`config.mk`:
```
export PLATFORM = sky130hd
export DESIGN_NAME = branch_resolve_ctrl
export DESIGN_NICKNAME = d
export VERILOG_FILES = /design/src/rtl/mips_pkg.sv /design/src/rtl/branch_hazard_detect.sv /design/src/rtl/branch_resolve_ctrl.sv
export SDC_FILE = /design/constraint.sdc
export NUM_CORES = 1
export LEC_CHECK = 0
export CORE_ASPECT_RATIO = 1.1
export CORE_MARGIN = 3
export CORE_UTILIZATION = 39
export DETAILED_ROUTE_END_ITERATION = 10
export GPL_TIMING_DRIVEN = 0
export PLACE_DENSITY = 0.92
export SETUP_SLACK_MARGIN = 0.15
export SLEW_MARGIN = 25
export SYNTH_ARGS = -nofsm -noshare
export SYNTH_HDL_FRONTEND = slang
export SYNTH_HIERARCHICAL = 1
export SYNTH_SLANG_ARGS = --single-unit
export TNS_END_PERCENT = 1
```
`constraint.sdc`:
```
create_clock -name clk -period 8.9 [get_ports clk]
set_input_delay 2.67 -clock clk [delete_from_list [all_inputs] [get_ports clk]]
set_output_delay 2.67 -clock clk [all_outputs]
set_load 0.005 [all_outputs]
```
`src/rtl/mips_pkg.sv`:
```
// Shared encodings for the ID-stage branch resolution logic:
// PC-select codes, the branch controller FSM states and the stall depth
// charged for each kind of producer still in flight.
package mips_pkg;

  localparam logic [1:0] PC_SEQ    = 2'b00;
  localparam logic [1:0] PC_BRANCH = 2'b01;
  localparam logic [1:0] PC_JUMP   = 2'b10;

  // Cycles a branch must wait in ID for its operand producer.
  localparam logic [1:0] STALL_LOAD_EX  = 2'd2;
  localparam logic [1:0] STALL_ALU_EX   = 2'd1;
  localparam logic [1:0] STALL_LOAD_MEM = 2'd1;

  typedef enum logic [1:0] {
    IDLE = 2'd0,
    WAIT = 2'd1,
    HOLD = 2'd2
  } br_state_e;

endpackage

```
`src/rtl/branch_hazard_detect.sv`:
```
// Combinational hazard depth for a branch in ID: how many cycles the
// branch operands are still unavailable, given the EX and MEM occupants.
// Register 0 is hard-wired and never creates a hazard.
module branch_hazard_detect
  import mips_pkg::*;
#(
  parameter int REG_AW = 5
) (
  input  logic [REG_AW-1:0] id_rs,
  input  logic [REG_AW-1:0] id_rt,
  input  logic              ex_reg_write,
  input  logic              ex_mem_read,
  input  logic [REG_AW-1:0] ex_rd,
  input  logic              mem_mem_read,
  input  logic [REG_AW-1:0] mem_rd,
  output logic [1:0]        depth
);

  logic ex_hit;
  logic mem_hit;

  // Match producers against the branch sources and keep the deepest wait.
  always_comb begin
    ex_hit  = (ex_rd  != '0) && ((ex_rd  == id_rs) || (ex_rd  == id_rt));
    mem_hit = (mem_rd != '0) && ((mem_rd == id_rs) || (mem_rd == id_rt));
    depth   = 2'd0;
    if (mem_mem_read && mem_hit) depth = STALL_LOAD_MEM;
    if (ex_reg_write && ex_hit)  depth = STALL_ALU_EX;
    if (ex_mem_read && ex_hit)   depth = STALL_LOAD_EX;
  end

endmodule

```
`src/rtl/branch_resolve_ctrl.sv`:
```
// ID-stage branch/jump resolution controller. Consumes the forwarded-operand
// equality flag, selects the next PC, computes the redirect target and holds
// a hazarded branch in ID for 1-2 cycles.
// Optional feature: define BRANCH_STATS_EN to add saturating statistics
// counters (resolved branches, taken branches, stall cycles).
module branch_resolve_ctrl
  import mips_pkg::*;
#(
  parameter int DATA_W = 32,
  parameter int REG_AW = 5,
  parameter int STAT_W = 32
) (
  input  logic              clk,
  input  logic              rst,
  input  logic              id_valid,
  input  logic              id_is_beq,
  input  logic              id_is_bne,
  input  logic              id_is_jump,
  input  logic [REG_AW-1:0] id_rs,
  input  logic [REG_AW-1:0] id_rt,
  input  logic [DATA_W-1:0] id_pc_plus4,
  input  logic [DATA_W-1:0] id_imm,
  input  logic [25:0]       id_jaddr,
  input  logic              cmp_equal,
  input  logic              ex_reg_write,
  input  logic              ex_mem_read,
  input  logic [REG_AW-1:0] ex_rd,
  input  logic              mem_mem_read,
  input  logic [REG_AW-1:0] mem_rd,
`ifdef BRANCH_STATS_EN
  output logic [STAT_W-1:0] stat_branches,
  output logic [STAT_W-1:0] stat_taken,
  output logic [STAT_W-1:0] stat_stall_cyc,
`endif
  output logic [1:0]        pc_src,
  output logic [DATA_W-1:0] target,
  output logic              stall,
  output logic              id_ex_bubble,
  output logic              if_id_flush
);

  br_state_e   state, state_nxt;
  logic [1:0]  cnt, cnt_nxt;
  logic [1:0]  depth;
  logic        is_branch;
  logic        is_jump;
  logic        br_taken;
  logic        resolved;
  logic signed [DATA_W-1:0] imm_s;
  logic [DATA_W-1:0] br_target;
  logic [DATA_W-1:0] j_target;

  branch_hazard_detect #(.REG_AW(REG_AW)) u_hazard (
    .id_rs        (id_rs),
    .id_rt        (id_rt),
    .ex_reg_write (ex_reg_write),
    .ex_mem_read  (ex_mem_read),
    .ex_rd        (ex_rd),
    .mem_mem_read (mem_mem_read),
    .mem_rd       (mem_rd),
    .depth        (depth)
  );

  // Instruction class decode and the two redirect addresses.
  always_comb begin
    is_branch = id_valid & (id_is_beq | id_is_bne);
    is_jump   = id_valid & id_is_jump & ~(id_is_beq | id_is_bne);
    br_taken  = id_is_beq ? cmp_equal : ~cmp_equal;
    imm_s     = $signed(id_imm);
    br_target = id_pc_plus4 + DATA_W'(imm_s <<< 2);
    j_target  = {id_pc_plus4[DATA_W-1:28], id_jaddr, 2'b00};
  end

  // Next-state and output decode; reset forces every output low.
  always_comb begin
    state_nxt    = state;
    cnt_nxt      = cnt;
    pc_src       = PC_SEQ;
    target       = '0;
    stall        = 1'b0;
    id_ex_bubble = 1'b0;
    if_id_flush  = 1'b0;
    resolved     = 1'b0;
    case (state)
      IDLE: begin
        if (is_branch) begin
          if (depth != 2'd0) begin
            stall        = 1'b1;
            id_ex_bubble = 1'b1;
            cnt_nxt      = depth - 2'd1;
            state_nxt    = (depth > 2'd1) ? WAIT : HOLD;
          end else begin
            resolved = 1'b1;
          end
        end else if (is_jump) begin
          pc_src      = PC_JUMP;
          target      = j_target;
          if_id_flush = 1'b1;
        end
      end
      WAIT: begin
        stall        = 1'b1;
        id_ex_bubble = 1'b1;
        if (cnt <= 2'd1) begin
          cnt_nxt   = 2'd0;
          state_nxt = HOLD;
        end else begin
          cnt_nxt = cnt - 2'd1;
        end
      end
      HOLD: begin
        resolved  = 1'b1;
        state_nxt = IDLE;
      end
      default: state_nxt = IDLE;
    endcase
    if (resolved && br_taken) begin
      pc_src      = PC_BRANCH;
      target      = br_target;
      if_id_flush = 1'b1;
    end
    if (rst) begin
      pc_src       = PC_SEQ;
      target       = '0;
      stall        = 1'b0;
      id_ex_bubble = 1'b0;
      if_id_flush  = 1'b0;
      resolved     = 1'b0;
    end
  end

  // FSM state and stall counter.
  always_ff @(posedge clk) begin
    if (rst) begin
      state <= IDLE;
      cnt   <= 2'd0;
    end else begin
      state <= state_nxt;
      cnt   <= cnt_nxt;
    end
  end

`ifdef BRANCH_STATS_EN
  logic [STAT_W-1:0] n_br, n_tk, n_st;

  function automatic logic [STAT_W-1:0] sat_inc(input logic [STAT_W-1:0] v);
    return (&v) ? v : v + 1'b1;
  endfunction

  // Saturating event counters for resolved branches, taken branches, stalls.
  always_ff @(posedge clk) begin
    if (rst) begin
      n_br <= '0;
      n_tk <= '0;
      n_st <= '0;
    end else begin
      if (resolved)             n_br <= sat_inc(n_br);
      if (resolved && br_taken) n_tk <= sat_inc(n_tk);
      if (stall)                n_st <= sat_inc(n_st);
    end
  end

  assign stat_branches  = rst ? '0 : n_br;
  assign stat_taken     = rst ? '0 : n_tk;
  assign stat_stall_cyc = rst ? '0 : n_st;
`endif

endmodule
```
Word-level counts from Yosys, hierarchy flattened:

Cells that the tools add are included.
Widths: inputs -> output; s select.

* word-level logic and storage cells: 72
* register bits: 4
* output and inout bits: 37
* input bits: 120

* bitwise gates (word level): 6
* equal/unequal tests: 9
* add/subtract/negate cells: 3
* magnitude comparators: 2
* muxes and demuxes: 35
* reductions and logical operators: 15

Operators by type and width (count)
* $mux 32: 5
* $add 32x32->32: 1
* $mux 2: 13
* $eq 5x5->1: 4
* $mux 1: 13
* $reduce_bool 5->1: 2
* $pmux 2 s2: 2
* $logic_and 1x1->1: 6
* $ne 2x2->1 const B: 3
* $reduce_and 3->1: 2
* $pmux 1 s2: 2
* $reduce_bool 2->1: 2
* $sub 2x1->2 const B: 2
* $and 1x1->1: 3
* $eq 2x1->1 const B: 1
* $eq 2x2->1 const B: 1
* $gt 2x1->1 const B: 1
* $le 2x1->1 const B: 1
* $logic_not 2->1: 1
* $logic_or 1x1->1: 2
* $not 1->1: 2
* $or 1x1->1: 1

Longest topological paths before layout:

* depth in word-level cells: 14
* depth in mapped cells: 15
* mapped depth without buffers: 14

Modules after synthesis:

The synthesis kept the hierarchy.

By module, submodules not included
* branch_resolve_ctrl: area each 2267.2 sq um, cells each 346, instances 1
* branch_hazard_detect: area each 277.8 sq um, cells each 37, instances 1

Worst setup path after synthesis:

OpenSTA, ideal clock, no wires.

* kind: input -> output
* from: input ex_rd[1]
* to: output target[19]
* stages: 13
* path buffers: 1
* data arrival time: 5.244 ns
* setup slack: 0.986 ns
* data required time: 6.230 ns
* cells stage by stage: or4_1 > nor2_1 > nor2_1 > and2_1 > inv_1 > ha_1 > a31oi_1 > or3_1 > buf_2 > nor2_2 > nor2_1 > nor4b_1 > a211o_1

RTL lines
* start, declared: line branch_resolve_ctrl.sv:27 `input logic [REG_AW-1:0] ex_rd,`
* $eq 5x5->1: line branch_hazard_detect.sv:24 `ex_hit = (ex_rd != '0) && ((ex_rd == id_rs) || (ex_rd == id_rt));`
* $logic_or 1x1->1: line branch_hazard_detect.sv:24
* $logic_and 1x1->1 (*): line branch_hazard_detect.sv:24
* $logic_and 1x1->1 (*): line branch_hazard_detect.sv:29 `if (ex_mem_read && ex_hit) depth = STALL_LOAD_EX;`
* $mux 2 (*): line branch_hazard_detect.sv:29
* named net depth[1]: line branch_resolve_ctrl.sv:44 `logic [1:0] depth;`
* $reduce_bool 2->1 (*): line branch_resolve_ctrl.sv:87 `if (depth != 2'd0) begin`
* $mux 1 (*): line branch_resolve_ctrl.sv:87
* $mux 1 (*): line branch_resolve_ctrl.sv:86 `if (is_branch) begin`
* $pmux 1 s2 (*): line branch_resolve_ctrl.sv:84 `case (state)`
* $logic_and 1x1->1 (*): line branch_resolve_ctrl.sv:117 `if (resolved && br_taken) begin`
* $mux 32 (*): line branch_resolve_ctrl.sv:117
* $mux 32 (*): line branch_resolve_ctrl.sv:122 `if (rst) begin`
* end, declared: line branch_resolve_ctrl.sv:36 `output logic [DATA_W-1:0] target,`

Mark *: on every way through the listed nets, which the timed path passes. The rest lies on a longest branch.

Final worst setup path:

* from: input id_rs[0]
* to: output target[19]

RTL lines
* start, declared: line branch_resolve_ctrl.sv:19 `input logic [REG_AW-1:0] id_rs,`
* $eq 5x5->1: line branch_hazard_detect.sv:24
* $logic_or 1x1->1: line branch_hazard_detect.sv:24
* $logic_and 1x1->1: line branch_hazard_detect.sv:24
* $logic_and 1x1->1: line branch_hazard_detect.sv:29
* $mux 2: line branch_hazard_detect.sv:29
* named net depth[1]: line branch_resolve_ctrl.sv:44
* $reduce_bool 2->1: line branch_resolve_ctrl.sv:87
* $mux 1: line branch_resolve_ctrl.sv:87
* $mux 1: line branch_resolve_ctrl.sv:86
* $pmux 1 s2: line branch_resolve_ctrl.sv:84
* $logic_and 1x1->1: line branch_resolve_ctrl.sv:117
* $mux 32: line branch_resolve_ctrl.sv:117
* $mux 32: line branch_resolve_ctrl.sv:122

The timed path passes the listed nets, and every way through them passes these cells.

==> impl_metrics.csv <==
group,metric,value,unit
clock_network,cts_tree,"yes",
routing,antenna_left,0,
timing,setup_violations,0,
cells_and_area,fill_cells,518,
global_routing,grt_pass1_wl,16.62,mm
cells_and_area,drive_above_1_share,8.471,%
clock_network,numCtsBuffers,3,
logic_synthesis,synth_cells,383,
global_routing,grtUsageMet2,49.40,%
pwr,power_switching,0.1262,mW
cells_and_area,nNetsFinal,697,
logic_synthesis,synth_top_family_by_area,"compound AO/OA/AOI/OAI gates",
global_routing,grt_pass1_vias,3686,
logic_synthesis,seq_area_frac_synth,3.147,%
floorplanning,num_rows,30,
floorplanning,die-area,7532,sq um
critical_path,crit_path_start_kind,"primary input",
routing,routedWlPerCell,16.51,microns
pwr,power_density,67.62,nW/um^2
cells_and_area,final-instance-count-excl-fill,623,
run_status,status,"completed",
job,maxCapViolations,0,
global_routing,grt_max_degree,11,
routing,drt-initial-drc-count,218,
critical_path,path_cells,"clkdlybuf4s50_1 > xor2_1 > nor3_2 > a32oi_1 > nor2_1 > and2_1 > inv_2 > ha_4 > a31oi_4 > or3_1 > buf_4 > nor2_4 > nor2_4 > nor4b_2 > a211o_1 > clkdlybuf4s50_1",
global_routing,grt_most_used_layer,"met2",
floorplanning,die_w,83.02,microns
timing,finalClockSkew,0.001155,ns
routing,first_pass_iters,7,
critical_path,crit_family,"simple AND/OR/NAND/NOR gates",
timing,max_freq,113.2,MHz
cells_and_area,layout_commonest_cell,"clkdlybuf4s50_1",
clock_network,insertion_delay,0.22,ns
global_routing,grt.total_usage,25.74,%
pwr,peakVddDrop,0.05180,mV
cells_and_area,multi_input_area,2470,sq um
timing,period_share,99.29,%
pwr,p_int,0.1725,mW
logic_synthesis,yosysWarnings,6,
critical_path,path_buf_inv,4,
logic_synthesis,ys_types,60,
logic_synthesis,synth_top_flop_cell,"dfxtp_1",
pwr,clkPwrFrac,13.1,%
clock_network,cts-root-buf,"clkbuf_8",
logic_synthesis,yosys_register_bits,4,
timing,period_minus_slack,8.837,ns
timing,tightest_slew,0.7190,ns
timing,rsz0062_at_grt,"yes",
critical_path,crit_path_top_delay_cell,"clkdlybuf4s50_1",
critical_path,crit_type,"primary input to output port",
routing,vias,3685,
cells_and_area,syn_to_final_growth,73.55,%
critical_path,cp_data_required_time,6.23,ns
clock_network,cts.path.max_buffers,2,
floorplanning,ioPinCount,157,
cells_and_area,n_antenna_cell,0,
global_routing,grt-ovfl-total,0,
routing,drc,0,
hold_path,min_path_type,"flip-flop to flip-flop",
logic_synthesis,synth_fa_ha_area_share,16.03,%
cells_and_area,fin_util,70.88,%
pwr,seqPwrFrac,6.4,%
clock_network,path_clk_slew,0.03,ns
pwr,combPwrFrac,80.5,%
placed_design,placed_cells,616,
logic_synthesis,syn-cell-area,2545,sq um
logic_synthesis,synth-edff-count,0,
logic_synthesis,async_flop_share,0,%
floorplanning,die_y,90.73,microns
cells_and_area,regArea,80.08,sq um
logic_synthesis,avgSynthCellArea,6.645,sq um
critical_path,reg2regPathDepth,4,
pwr,switching_share,42.26,%
floorplanning,core_region_area,6231,sq um
timing,setup_tns,0,ns
clock_network,cts_hold_buf,0,
critical_path,crit_path_max_incr_delay,0.52,ns
placed_design,gp_congestion,0.8698,
logic_synthesis,synthSimpleGateAreaFrac,29.84,%
placed_design,dp_hpwl,8.105,mm
timing,relSlewSlack,51.70,%
logic_synthesis,syn_nets,535,
logic_synthesis,synth-compound-area-share,34.22,%
clock_network,clock_sinks,4,
global_routing,met3_usage,3.558,%
global_routing,global_route.usage.met1,28.40,%
timing,hold_viol_final,0,
pwr,leakagePower,1.922,nW
routing,via_per_inst,5.915,
timing,maxSlewViolCount,0,
critical_path,cp.depth,16,
routing,drt_wl_total,10.29,mm
logic_synthesis,synth_top_area_share,15.24,%
critical_path,critPathMaxFanout,10,
clock_network,htreeDepth,1,
pwr,power,0.2987,mW
floorplanning,start_util,40.84,%
logic_synthesis,yosys.area.top_type,"ha_1",
logic_synthesis,ys_top_cells_by_area,"ha_1 (15%), a21oi_1 (9.2%), nand2_1 (7.2%)",
logic_synthesis,synth_mux_area_share,0,%
cells_and_area,layout_common_cells,"clkdlybuf4s50_1 (136), nand2_1 (49), a21oi_1 (44)",
global_routing,antenna_found_initial,0,
hold_path,holdPathStages,2,
critical_path,worstPathArrival,6.17,ns
logic_synthesis,yosys.area_share.xor_xnor,12.05,%
critical_path,cp-end-kind,"output port",
placed_design,port-buffer-count,153,
-- power by group through the flow --
stage / Clock, mW / Combinational [mW] / Sequential (mW)
floorplan: 0 / 0.125 / 0.0191
global placement: 0 / 0.219 / 0.0192
detailed placement: 0 / 0.225 / 0.0192
CTS: 0.0390 / 0.234 / 0.0190
global route: 0.0412 / 0.262 / 0.0190
finish: 0.0391 / 0.241 / 0.0190
-- final timing paths --
check,start,slack (ns),endpoint
worst max-delay path,id_rs[0],0.06,target[19]
worst min-delay path,cnt[0],0.52,cnt[0]
worst max register to register,state[0],7.56,state[1]
worst min register to register,cnt[0],0.52,cnt[0]
-- per-layer routing --
layer | part of all wire [%] | vias to the layer above
li1 | - | 1744
met1 | 38 | 1704
met2 | 51 | 204
met3 | 6.4 | 33
met4 | 3.7 | 0
met5 | 0 | -
-- cell families (layout without fill, tap and decap cells) --
| logic type | count (synthesis) | in the layout |
|---|---|---|
| xor gates and xnor gates | 35 | 35 |
| AOI/OAI and AO/OA | 133 | 133 |
| buffers and inverters | 30 | 189 |
| adders and majority gates | 32 | 32 |
| and+or+nand+nor | 149 | 150 |
| DFF | 4 | 4 |
-- cell usage after synthesis (3+ instances only) --
library cell and instances:
ha_1 31, o211ai_1 4, nand3_1 6, and4_1 3, and2_1 3, xor2_1 21
nand2_1 49, o21a_1 9, inv_1 13, nor4_1 3, or3_1 6, nor2b_1 6
a211o_1 3, o21ai_0 22, xnor2_1 14, buf_2 3, nand4_1 4, a2bb2oi_1 3
dfxtp_1 4, a211oi_1 8, nor3_1 18, nand3b_1 5, clkbuf_1 11, nor2_1 27
and3_1 5, a21o_1 10, a21oi_1 47, o21bai_1 3
-- worst reg2reg max path, cell delays in order (launching register included) --
cell and delay [ns]:
dfxtp_1 0.29, clkbuf_1 0.37, nor2_1 0.15, nor3_1 0.30
o21a_1 0.17
-- registers in the layout, indices dropped and copies added (netlist names) --
| register | flops |
|---|---|
| state | 2 |
| cnt | 2 |
-- per-stage QoR --
step,worst slack (ns),instance area (sq um),hold slack [ns]
after global placement,-0.6945,4177,0.4847
after global routing,-0.01018,4417,0.5363
final,0.06336,4417,0.5224
after detailed placement,-0.7308,4177,0.5092
after floorplan,0.9856,2545,0.4679
after CTS,0.07927,4338,0.5259
-- layout make-up --
type	instances	area share [%]
Multi-Input combinational cell	350	55.92
Timing Repair Buffer	156	35.64
Buffer	17	2.323
Tap cell	80	2.266
Sequential cell	4	1.813
Inverter	13	1.105
Clock buffer	3	0.9348
-- timing repair --
item | CTS | global route
cloned | 2 | 0
setup endpoints to repair | 30 | 29
buffers inserted | 1 | 1
pin swaps | 6 | 5
gates resized for setup | 36 | 21
Note: power is estimated with default switching activity, not from simulation.
